<file path="src/rtl/cpu_test_harness.sv">
// cpu_test_harness: self-checking run controller for the multicycle RV32I core.
// Holds the CPU in reset, optionally zero-fills memory, streams a program image in
// over a valid/ready port, releases the CPU, waits for the JAL x0,0 halt idiom or a
// cycle timeout, then compares NUM_CHK register-file entries against expected values.
// Optional feature: define CPU_HARNESS_CLEAR_EN to zero-fill memory before each load.
module cpu_test_harness #(
    parameter int                DATA_W    = 32,
    parameter int                ADDR_W    = 9,
    parameter int                PROG_LEN  = 16,
    parameter int                NUM_CHK   = 2,
    parameter int                TIMEOUT   = 1000,
    parameter logic [DATA_W-1:0] HALT_WORD = DATA_W'(32'h0000006F)
) (
    input  logic                    clk,
    input  logic                    rst,
    input  logic                    start,
    input  logic                    prog_valid,
    output logic                    prog_ready,
    input  logic [DATA_W-1:0]       prog_data,
    output logic                    mem_we,
    output logic [ADDR_W-1:0]       mem_addr,
    output logic [DATA_W-1:0]       mem_wdata,
    output logic                    cpu_rst,
    input  logic                    fetch_valid,
    input  logic [DATA_W-1:0]       fetch_instr,
    output logic [4:0]              rf_raddr,
    input  logic [DATA_W-1:0]       rf_rdata,
    input  logic [5*NUM_CHK-1:0]    chk_reg,
    input  logic [DATA_W*NUM_CHK-1:0] chk_val,
    output logic                    busy,
    output logic                    done,
    output logic                    pass,
    output logic                    timeout,
    output logic [2:0]              fail_idx,
    output logic [31:0]             cycle_count
);

    // Illegal configurations stop elaboration rather than silently wrapping.
    if (PROG_LEN < 1 || PROG_LEN > (1 << ADDR_W)) begin : g_bad_prog_len
        $error("cpu_test_harness: PROG_LEN must be in 1..2**ADDR_W");
    end
    if (NUM_CHK < 1 || NUM_CHK > 8) begin : g_bad_num_chk
        $error("cpu_test_harness: NUM_CHK must be in 1..8");
    end

    typedef enum logic [2:0] {
        S_IDLE,
        S_CLEAR,
        S_LOAD,
        S_RUN,
        S_CHECK,
        S_DONE
    } state_t;

    localparam logic [ADDR_W:0] LOAD_LAST    = (ADDR_W+1)'(PROG_LEN - 1);
    localparam logic [31:0]     TIMEOUT_LAST = 32'(TIMEOUT - 1);
    localparam logic [2:0]      CHK_LAST     = 3'(NUM_CHK - 1);

    state_t              state;
    logic [ADDR_W:0]     load_cnt;   // words accepted; separate from mem_addr, which may wrap
    logic [2:0]          chk_idx;
    logic                chk_phase;  // 0: drive rf_raddr, 1: compare rf_rdata
    logic [4:0]          sel_reg;
    logic [DATA_W-1:0]   sel_val;

    // Current check's register index and expected value.
    always_comb begin
        sel_reg = chk_reg[5*chk_idx +: 5];
        sel_val = chk_val[DATA_W*chk_idx +: DATA_W];
    end

    // Write strobe and data follow the state register and the live handshake so a
    // word is written in the very cycle it is accepted; stalls never write.
    always_comb begin
        mem_we    = 1'b0;
        mem_wdata = '0;
        if (state == S_CLEAR) begin
            mem_we = 1'b1;
        end else if (state == S_LOAD) begin
            mem_we    = prog_valid && prog_ready;
            mem_wdata = prog_data;
        end
    end

    // Run sequencer: state, address/count registers and all result flags.
    always_ff @(posedge clk) begin
        if (!rst) begin
            state       <= S_IDLE;
            prog_ready  <= 1'b0;
            mem_addr    <= '0;
            cpu_rst     <= 1'b1;
            rf_raddr    <= '0;
            busy        <= 1'b0;
            done        <= 1'b0;
            pass        <= 1'b0;
            timeout     <= 1'b0;
            fail_idx    <= '0;
            cycle_count <= '0;
            load_cnt    <= '0;
            chk_idx     <= '0;
            chk_phase   <= 1'b0;
        end else begin
            case (state)
                S_IDLE, S_DONE: begin
                    if (start) begin
                        done        <= 1'b0;
                        pass        <= 1'b0;
                        timeout     <= 1'b0;
                        fail_idx    <= '0;
                        cycle_count <= '0;
                        busy        <= 1'b1;
                        cpu_rst     <= 1'b1;
                        mem_addr    <= '0;
                        load_cnt    <= '0;
`ifdef CPU_HARNESS_CLEAR_EN
                        state       <= S_CLEAR;
`else
                        state       <= S_LOAD;
                        prog_ready  <= 1'b1;
`endif
                    end
                end

`ifdef CPU_HARNESS_CLEAR_EN
                S_CLEAR: begin
                    mem_addr <= mem_addr + 1'b1;
                    // Address wraps back to zero as the last word is cleared.
                    if (mem_addr == '1) begin
                        state      <= S_LOAD;
                        prog_ready <= 1'b1;
                    end
                end
`endif

                S_LOAD: begin
                    if (prog_valid && prog_ready) begin
                        mem_addr <= mem_addr + 1'b1;
                        load_cnt <= load_cnt + 1'b1;
                        if (load_cnt == LOAD_LAST) begin
                            prog_ready <= 1'b0;
                            cpu_rst    <= 1'b0;
                            state      <= S_RUN;
                        end
                    end
                end

                S_RUN: begin
                    if (cycle_count != '1) begin
                        cycle_count <= cycle_count + 32'd1;
                    end
                    // Halt takes priority over a timeout landing in the same cycle.
                    if (fetch_valid && fetch_instr == HALT_WORD) begin
                        cpu_rst   <= 1'b1;
                        chk_idx   <= '0;
                        chk_phase <= 1'b0;
                        state     <= S_CHECK;
                    end else if (cycle_count == TIMEOUT_LAST) begin
                        cpu_rst <= 1'b1;
                        timeout <= 1'b1;
                        pass    <= 1'b0;
                        busy    <= 1'b0;
                        done    <= 1'b1;
                        state   <= S_DONE;
                    end
                end

                S_CHECK: begin
                    if (!chk_phase) begin
                        rf_raddr  <= sel_reg;
                        chk_phase <= 1'b1;
                    end else begin
                        chk_phase <= 1'b0;
                        if (rf_rdata != sel_val) begin
                            fail_idx <= chk_idx;
                            pass     <= 1'b0;
                            busy     <= 1'b0;
                            done     <= 1'b1;
                            state    <= S_DONE;
                        end else if (chk_idx == CHK_LAST) begin
                            pass  <= 1'b1;
                            busy  <= 1'b0;
                            done  <= 1'b1;
                            state <= S_DONE;
                        end else begin
                            chk_idx <= chk_idx + 3'd1;
                        end
                    end
                end

                default: state <= S_IDLE;
            endcase
        end
    end

endmodule

</file>
<file path="config.mk">
export PLATFORM = sky130hd
export DESIGN_NAME = cpu_test_harness
export DESIGN_NICKNAME = d
export VERILOG_FILES = /design/src/rtl/cpu_test_harness.sv
export SDC_FILE = /design/constraint.sdc
export NUM_CORES = 1
export LEC_CHECK = 0
export BUFFER_PORTS_ARGS = -buffer_cell sky130_fd_sc_hd__buf_2
export CAP_MARGIN = 20
export CORE_ASPECT_RATIO = 0.5
export CORE_MARGIN = 10
export CORE_UTILIZATION = 46
export CTS_CLUSTER_SIZE = 25
export DETAILED_ROUTE_END_ITERATION = 16
export PLACE_DENSITY = 0.81
export SLEW_MARGIN = 5
export SYNTH_ARGS = -nofsm -noshare
export SYNTH_HDL_FRONTEND = slang
export SYNTH_SLANG_ARGS = --single-unit
</file>
<file path="constraint.sdc">
create_clock -name clk -period 2.9 [get_ports clk]
set_clock_uncertainty 0.15 [all_clocks]
set_input_delay 0.145 -clock clk [delete_from_list [all_inputs] [get_ports clk]]
set_output_delay 0.145 -clock clk [all_outputs]
set_load 0.02 [all_outputs]
</file>
==> impl_metrics.tcl <==
set metrics [dict create \
    drt_pass1_iterations 5 \
    max_stage_delay_ns 0.59 \
    syn-mean-instance-area_um2 7.99 \
    routed.top_layer "met4" \
    crit_required_ns 2.97 \
    drive_gt1_share_pct 36.0 \
    max_freq_mhz 378 \
    relSlewSlack_pct 62.3 \
    wl_met3_mm 1.61 \
    port_buffers 262 \
    async_reset_ff_share_pct 0 \
    synthTopCellsByCount "dfxtp_1 (72), nor2_1 (72), and2_1 (36)" \
    setup.worst_path.end_class "flip-flop" \
    cts_buffers 9 \
    die-area_um2 15700 \
    rows 26 \
    setup_viol_count_final 0 \
    seq_area_frac_synth_pct 28.9 \
    synth_seq_cells 72 \
    first_global_vias 5397 \
    clk_latency_ns 0.33 \
    ir_worst_vdd_v 0.000316 \
    arrival_ns 2.72 \
    cellLeakagePower_nw 2.85 \
    drt_wl_total_mm 18.4 \
    clock_sinks 72 \
    min_from "chk_reg[6]" \
    reg2reg_slack_ns 0.26 \
    drtIter0Drc 505 \
    drc 0 \
    hold_depth 5 \
    max_slew.worst_pin.slew_ns 0.566 \
    path_max_fanout 14 \
    run_status "finished clean" \
    syn-num-nets 805 \
    cts_tree "built" \
    r2r_start "chk_idx[0]$_SDFFE_PN0P_" \
    dpl_cell_area_um2 6420 \
    hpwl_mm 15.0 \
    r2r-end "state[0]$_SDFFE_PN0P_" \
    cts-resized-gates 0 \
    grt_usage_pct 22.2 \
    final_area_um2 6710 \
    fin_crit_ns 2.64 \
    hold_end "rf_raddr[1]$_SDFFE_PN0P_" \
    avgViaCountPerCell 5.50 \
    yosysUniqueCellTypes 68 \
    ys.flop_type "dfxtp_1" \
    synth-edff-count 0 \
    startpoint_type "flip-flop" \
    yosys.area.top_type "dfxtp_1" \
    yosys.area.top_type_share_pct 28.9 \
    syn2layout_area_growth_pct 34.4 \
    die_w_um 167 \
    core_um2 10400 \
    clkTransAtPathRegs_ns 0.05 \
    worst-path-buf-inv 1 \
    final_antenna_net_count 0 \
    drt-met1-wl_mm 7.63 \
    root_buffer "clkbuf_16" \
    drv_cap 0 \
    fin_util_pct 64.5 \
    cts_max_path_buffers 2 \
    gp_congestion 0.982 \
    grt_pass1_wl_mm 28.8 \
    min_period_over_period_pct 91.1 \
    netlist_area_um2 4990 \
    ctsHoldBuffers 1 \
    wl_met2_mm 9.03 \
    tns_ns 0 \
    antenna_found_initial 1 \
    ios 263 \
    cp-startpoint "chk_idx[0]$_SDFFE_PN0P_" \
    grt_setup_unrepaired "false" \
    hold_viol 0 \
    cp_cell_sequence "buf_12 > mux2i_2 > xnor2_1 > nor3_1 > o32ai_2 > nor4_2 > a211oi_2 > o221a_1" \
    cpLargestDelayFamily "simple AND/OR/NAND/NOR gates" \
    synthCells 625 \
    critPathSlowestCell "dfxtp_2" \
    grt-ovfl-total 0 \
    wl_per_cell_um 17.9 \
    start_util_pct 48.0 \
    slew_violations 0 \
    grt_max_degree 56 \
    vias 5653 \
    layout.nets 1063 \
    hp-class "input port to flip-flop" \
    htreeDepth 3 \
    die_h_um 93.7 \
    ys_warn_count 0 \
    ys_top_cells_by_area "dfxtp_1 (29%), mux2i_1 (7.0%), xnor2_1 (5.8%)" \
    path_class "flip-flop to flip-flop" \
    cts_setup_buffers 0 \
    r2r_cells 8 \
    power.density_nw_per_um2 443 \
]
-- through the flow --
stage | hold slack, ns | std cells | total power, W | setup slack (ns)
after floorplan | 0.211 | 625 | 0.00159 | 0.501
after global placement | 0.285 | 1011 | 0.00191 | 0.366
after detailed placement | 0.304 | 1011 | 0.00193 | 0.267
after CTS | 0.101 | 1025 | 0.00300 | 0.245
after global routing | 0.129 | 1026 | 0.00312 | 0.0763
final | 0.0996 | 1027 | 0.00297 | 0.257
-- cell families (layout without fill, tap and decap cells) --
logic type	count (synthesis)	count (layout)	synth area share, %
and+or+nand+nor	317	317	34.8
xor gates and xnor gates	45	45	7.89
muxes	39	39	8.19
buffers and inverters	46	306	5.61
DFF	72	72	28.9
other	0	2	0
adders and majority gates	5	5	1.25
AOI/OAI and AO/OA	101	101	13.4
-- cell type report --
type | instances | area [um^2]
antenna | 2 | 5.00
clock buffer | 12 | 246
clock inverter | 1 | 30.0
fill | 906 | 3700
inverter | 15 | 56.3
multi-input combinational | 507 | 3270
sequential | 72 | 1440
tap | 140 | 175
timing repair buffer | 278 | 1480
-- power by group --
part / leakage (nW) / switching (W) / internal [W] / total, W
clock network: 0.135 / 0.000382 / 0.000675 / 0.00106
registers: 0.582 / 0.0000398 / 0.00102 / 0.00106
logic: 2.13 / 0.000508 / 0.000346 / 0.000854
-- flip-flops by register name, indices dropped and copies added, names as in the netlist --
| signal | count |
|---|---|
| load_cnt | 10 |
| done | 1 |
| state | 3 |
| prog_ready | 1 |
| cycle_count | 32 |
| pass | 1 |
| chk_idx | 3 |
| fail_idx | 3 |
| timeout | 1 |
| rf_raddr | 5 |
| chk_phase | 1 |
| cpu_rst | 1 |
| busy | 1 |
| mem_addr | 9 |
-- metal layers --
layer | GRT usage (%) | vias up
met5 | 0 | -
met1 | 26.7 | 2632
li1 | - | 2787
met2 | 38.4 | 218
met4 | 4.11 | 0
met3 | 7.10 | 16
-- tightest hold or removal path, stage by stage --
cell	delay, ns
buf_2	0.08
mux2i_1	0.06
nor3_1	0.14
a21oi_1	0.06
nor2_1	0.07
-- placed cells by master (no fill, tap or decap), drive strengths merged, types with 30 or more instances in the layout --
| master | instances |
|---|---|
| xnor2 | 33 |
| nor2 | 73 |
| o21ai | 36 |
| and2 | 38 |
| or3 | 30 |
| mux2i | 37 |
| dfxtp | 72 |
| nand2 | 35 |
| buf | 277 |
-- worst max path at each step --
| stage | endpoint | slack [ns] | cells after the start |
|---|---|---|---|
| final | state[0]$_SDFFE_PN0P_ | 0.26 | 8 |
| after global routing | chk_idx[1]$_SDFFE_PN0P_ | 0.08 | 7 |
| after CTS | fail_idx[0]$_SDFFE_PN0P_ | 0.24 | 8 |
| after detailed placement | fail_idx[0]$_SDFFE_PN0P_ | 0.27 | 8 |
| after global placement | state[0]$_SDFFE_PN0P_ | 0.37 | 8 |
| after floorplan | state[0]$_SDFFE_PN0P_ | 0.50 | 10 |
Note: power is estimated with default switching activity, not from simulation.
